### config.mk
export PLATFORM = sky130hd
export DESIGN_NAME = nba_grader
export DESIGN_NICKNAME = d
export VERILOG_FILES = /design/src/rtl/nba_grader.sv
export SDC_FILE = /design/constraint.sdc
export NUM_CORES = 1
export LEC_CHECK = 0
export BUFFER_PORTS_ARGS = -buffer_cell sky130_fd_sc_hd__buf_2
export CAP_MARGIN = 20
export CORE_ASPECT_RATIO = 0.5
export CORE_UTILIZATION = 57
export CTS_BUF_LIST = sky130_fd_sc_hd__clkbuf_16
export DETAILED_ROUTE_END_ITERATION = 10
export PLACE_DENSITY = 0.86
export SYNTH_ARGS = -nofsm -noshare
export SYNTH_HDL_FRONTEND = slang
export SYNTH_SLANG_ARGS = --single-unit
export TNS_END_PERCENT = 20
### constraint.sdc
create_clock -name clk -period 7.4 [get_ports clk]
set_input_delay 0.37 -clock clk [delete_from_list [all_inputs] [get_ports clk]]
set_output_delay 0.37 -clock clk [all_outputs]
set_load 0.02 [all_outputs]
### src/rtl/nba_grader.sv
// Number-baseball grader: latches a secret 4-digit answer at reset, grades each
// solver guess into strike/ball counts and ends the round on a hit or at MAX_CNT.
module nba_grader #(
  parameter int MAX_CNT = 200,
  parameter int CNT_W   = 16
) (
  input  logic             clk,
  input  logic             reset,
  input  logic [15:0]      answer,
  input  logic [15:0]      question,
  input  logic             ask_valid,
  output logic             ask_ready,
  output logic [2:0]       strike,
  output logic [2:0]       ball,
  output logic [CNT_W-1:0] cnt,
  output logic             reply_valid,
  input  logic             reply_ready,
  output logic             correct,
  output logic [1:0]       state_dbg
);

  // Handshakes: a transfer happens on a rising clk edge where valid && ready.
  // A source holds its payload and valid until that edge; ready never waits on valid.
  typedef enum logic [1:0] {
    ASK   = 2'd0,
    EVAL  = 2'd1,
    REPLY = 2'd2,
    DONE  = 2'd3
  } state_t;

  state_t      state;
  state_t      state_nxt;
  logic [15:0] answer_q;
  logic [15:0] q_reg;
  logic [2:0]  strike_c;
  logic [2:0]  ball_c;
  logic        accept;
  logic        last_q;

  assign state_dbg = state;
  assign accept    = ask_valid && ask_ready;
  assign last_q    = correct || (cnt == CNT_W'(MAX_CNT));

  // Distinct answer digits bound strike+ball to 4, so 3-bit sums suffice.
  always_comb begin
    strike_c = 3'd0;
    ball_c   = 3'd0;
    for (int i = 0; i < 4; i++) begin
      for (int j = 0; j < 4; j++) begin
        if (q_reg[4*i +: 4] == answer_q[4*j +: 4]) begin
          if (i == j) strike_c = strike_c + 3'd1;
          else        ball_c   = ball_c + 3'd1;
        end
      end
    end
  end

  always_comb begin
    state_nxt   = state;
    ask_ready   = 1'b0;
    reply_valid = 1'b0;
    case (state)
      ASK: begin
        ask_ready = reset;
        if (ask_valid) state_nxt = EVAL;
      end
      EVAL: state_nxt = REPLY;
      REPLY: begin
        reply_valid = reset;
        if (reply_ready) state_nxt = last_q ? DONE : ASK;
      end
      DONE: state_nxt = DONE;
      default: state_nxt = ASK;
    endcase
  end

  always_ff @(posedge clk) begin
    if (!reset) begin
      state    <= ASK;
      answer_q <= answer;
      q_reg    <= 16'h0000;
      cnt      <= '0;
      strike   <= 3'd0;
      ball     <= 3'd0;
      correct  <= 1'b0;
    end else begin
      state <= state_nxt;
      if (accept) begin
        q_reg <= question;
        cnt   <= cnt + CNT_W'(1);
      end
      if (state == EVAL) begin
        strike  <= strike_c;
        ball    <= ball_c;
        correct <= correct || (strike_c == 3'd4);
      end
    end
  end

endmodule

==> flow_metrics.env <==
export IMPL_outcome="finished clean"
export IMPL_synth_cell_types=45
export IMPL_clock_insertion_delay_worst_skew_ns=0.33
export IMPL_slew_headroom_pct=30.4
export IMPL_crit_family="adder cells"
export IMPL_grt_antenna_before_repair=0
export IMPL_drive_above_1_share_pct=20.6
export IMPL_grt_first_pass_wirelength_mm=13.9
export IMPL_cpMaxStageDelayCell="sky130_fd_sc_hd__edfxtp_1"
export IMPL_io_buffers=62
export IMPL_hold_path_class="in2reg"
export IMPL_highest_clock_rate_mhz=146
export IMPL_syn_avg_cell_area_um2=9.06
export IMPL_detail_route_wirelength_mm=8.71
export IMPL_dr_total_vias=3027
export IMPL_synth_enable_flop_cells=16
export IMPL_synth_seq_cells=57
export IMPL_timing_critical_path_slowest_cell_delay_ns=0.50
export IMPL_timing_max_transition_violations_final=0
export IMPL_ant_nets=0
export IMPL_timing_final_setup_violations=0
export IMPL_core_area_um2=6110
export IMPL_grt_setup_unrepaired="no"
export IMPL_synth_seq_area_share_pct=35.9
export IMPL_final_hold_viol_count=0
export IMPL_cts_path_max_buffers=2
export IMPL_io_pin_count=63
export IMPL_dp_final_hpwl_mm=6.00
export IMPL_net_count_synth=452
export IMPL_detail_route_vias_per_cell=5.61
export IMPL_clock_sinks=57
export IMPL_first_global_vias=2842
export IMPL_p_leak_nw=1.83
export IMPL_ys_async_sr_fraction_pct=0
export IMPL_num_antenna_cells=0
export IMPL_post_cts_setup_buffers=0
export IMPL_dr_first_iter_drc_count=189
export IMPL_drv_cap=0
export IMPL_chip_height_um=58.4
export IMPL_worst_ep_required_time_ns=7.64
export IMPL_arrival_ns=7.09
export IMPL_route_detailed_wl_per_inst_um=16.1
export IMPL_crit_buf_inv=2
export IMPL_yosys_warnings=0
export IMPL_cts_buffers=9
export IMPL_gp_congestion=0.930
export IMPL_rows=20
export IMPL_layout_core_utilization_pct=69.2
export IMPL_final_setup_skew_ns=0.00681
export IMPL_layout_worst_path_cycle_share_pct=92.6
export IMPL_area_delta_synth_final_pct=16.6
export IMPL_finalHoldWorstSlack_ns=0.211
export IMPL_cts_repair_resized=0
export IMPL_p_per_area_nw_per_um2=238
export IMPL_final_min_clock_period_ns=6.85
export IMPL_worst_slew_pin_transition_ns=1.04
export IMPL_crit_path_most_repeated_cell="sky130_fd_sc_hd__ha_1"
export IMPL_worst_ir_drop_vdd_mv=0.114
export IMPL_design_final_nets=499
export IMPL_totalNegativeSetupSlack_ns=0
export IMPL_cts_tree="yes"
export IMPL_floorplan_initialDensity_pct=59.4
export IMPL_grt_ovfl_total=0
export IMPL_drc_errors=0
export IMPL_cts_root_buffer_cell="sky130_fd_sc_hd__clkbuf_16"
export IMPL_number_of_iterations_in_the_first_detailed_routing_pass=7
export IMPL_grt_start_max_net_pins=42
export IMPL_ctsHtreeMaxLevel=3
export IMPL_die_area_um2=6700
export IMPL_die_w_um=115
export IMPL_post_synth_top_flop="sky130_fd_sc_hd__dfxtp_1"
export IMPL_netlist_instances=400
export IMPL_cp_start_kind="flip-flop"
export IMPL_crit_path_end_kind="flip-flop"
export IMPL_clkTransAtPathRegs_ns=0.05
export IMPL_setup_worst_path_class="reg2reg"
export IMPL_netlist_area_um2=3630
export IMPL_grt_util_all_layers_pct=27.7
export IMPL_critical_path_peak_fanout=4
export IMPL_count_of_hold_fix_buffers_inserted_at_cts=0
## worst paths after layout
path                     from     endpoint  slack (ns)  cells past startpoint
hold reg to reg     strike[0]    strike[0]        0.49                      2
setup / recovery  answer_q[7]      ball[2]        0.55                     34
hold / removal      answer[1]  answer_q[1]        0.21                      1
setup reg to reg  answer_q[7]      ball[2]        0.55                     34
## cell families after synthesis
family	count (synthesis)	share of synthesized area, %
AO/OA/AOI/OAI	46	7.01
flip-flops	57	35.9
AND/OR/NAND/NOR	138	19.9
multiplexers	6	1.73
buffers and inverters	42	4.97
XOR/XNOR	95	25.0
adder cells (fa/ha/maj)	16	5.52
## routing by layer
| metal | track usage, % | routed length (um) |
|---|---|---|
| met1 | 34.0 | 3690 |
| met2 | 47.0 | 4060 |
| met3 | 8.03 | 665 |
| met4 | 10.9 | 289 |
| met5 | 0 | 0 |
## cells in the final DEF, fill, tap and decap left out, drive strengths merged, types with 2 or more instances in the layout
master,Yosys,final
o21ai,25,25
a31oi,3,3
nor4,13,13
or3,5,5
nand2b,2,2
xor2,50,50
nor2b,3,3
edfxtp,16,16
a211oi,2,2
mux2i,4,4
nand2,62,62
nand4,11,11
a21oi,10,10
clkinv,0,4
nor2,28,28
dfxtp,41,41
inv,14,16
mux2,2,2
and3,4,4
buf,3,63
nand3,3,3
clkbuf,24,10
ha,16,16
nor3,2,2
xor3,2,2
o22ai,2,2
xnor2,42,42
## synthesized netlist by cell type, types with 3 or more instances
master	count	share of area, %
sky130_fd_sc_hd__a21oi_1	10	1.4
sky130_fd_sc_hd__a31oi_1	3	0.52
sky130_fd_sc_hd__and3_1	4	0.69
sky130_fd_sc_hd__clkbuf_1	24	2.5
sky130_fd_sc_hd__dfxtp_1	41	23
sky130_fd_sc_hd__edfxtp_1	16	13
sky130_fd_sc_hd__ha_1	16	5.5
sky130_fd_sc_hd__inv_1	12	1.2
sky130_fd_sc_hd__mux2i_1	4	1.1
sky130_fd_sc_hd__nand2_1	62	6.4
sky130_fd_sc_hd__nand3_1	3	0.41
sky130_fd_sc_hd__nand4_1	11	1.9
sky130_fd_sc_hd__nor2_1	28	2.9
sky130_fd_sc_hd__nor2b_1	3	0.52
sky130_fd_sc_hd__nor4_1	7	1.2
sky130_fd_sc_hd__nor4_4	5	2.9
sky130_fd_sc_hd__o21ai_0	15	2.1
sky130_fd_sc_hd__o21ai_1	10	1.4
sky130_fd_sc_hd__or3_1	5	0.86
sky130_fd_sc_hd__xnor2_1	41	9.9
sky130_fd_sc_hd__xor2_1	49	12
## cell type report
cell class                      instances  area [um2]
Multi-Input combinational cell        301        2140
Tap cell                               88         110
Clock inverter                          6        32.5
Fill cell                             464        1880
Timing Repair Buffer                   63         318
Inverter                               15        70.1
Clock buffer                           10         250
Sequential cell                        57        1300
## stage by stage
stage          total power [mW]  cells  setup WS (ns)  instance area (um2)
5_1_grt                    1.05    540          0.181                 4230
4_1_cts                    1.00    540          0.621                 4230
2_1_floorplan             0.563    400           1.25                 3630
3_5_place_dp              0.612    524          0.715                 3940
3_3_place_gp              0.602    524          0.982                 3940
6_report                   1.01    540          0.549                 4230
## power breakdown
| group | switching [mW] | internal [mW] |
|---|---|---|
| clock | 0.144 | 0.243 |
| combinational | 0.132 | 0.109 |
| sequential | 0.0349 | 0.342 |
| total | 0.311 | 0.694 |
## worst register-to-register path, delay by kind of cell (launching register included)
family          cells  cell delay, ns
fa+ha+maj          10            2.83
compound gates      6            1.01
simple gates        9            0.88
xor+xnor            5            0.85
mux                 2            0.57
flops               1            0.50
buf+inv             2            0.12
(Power assumes the default switching activity.)
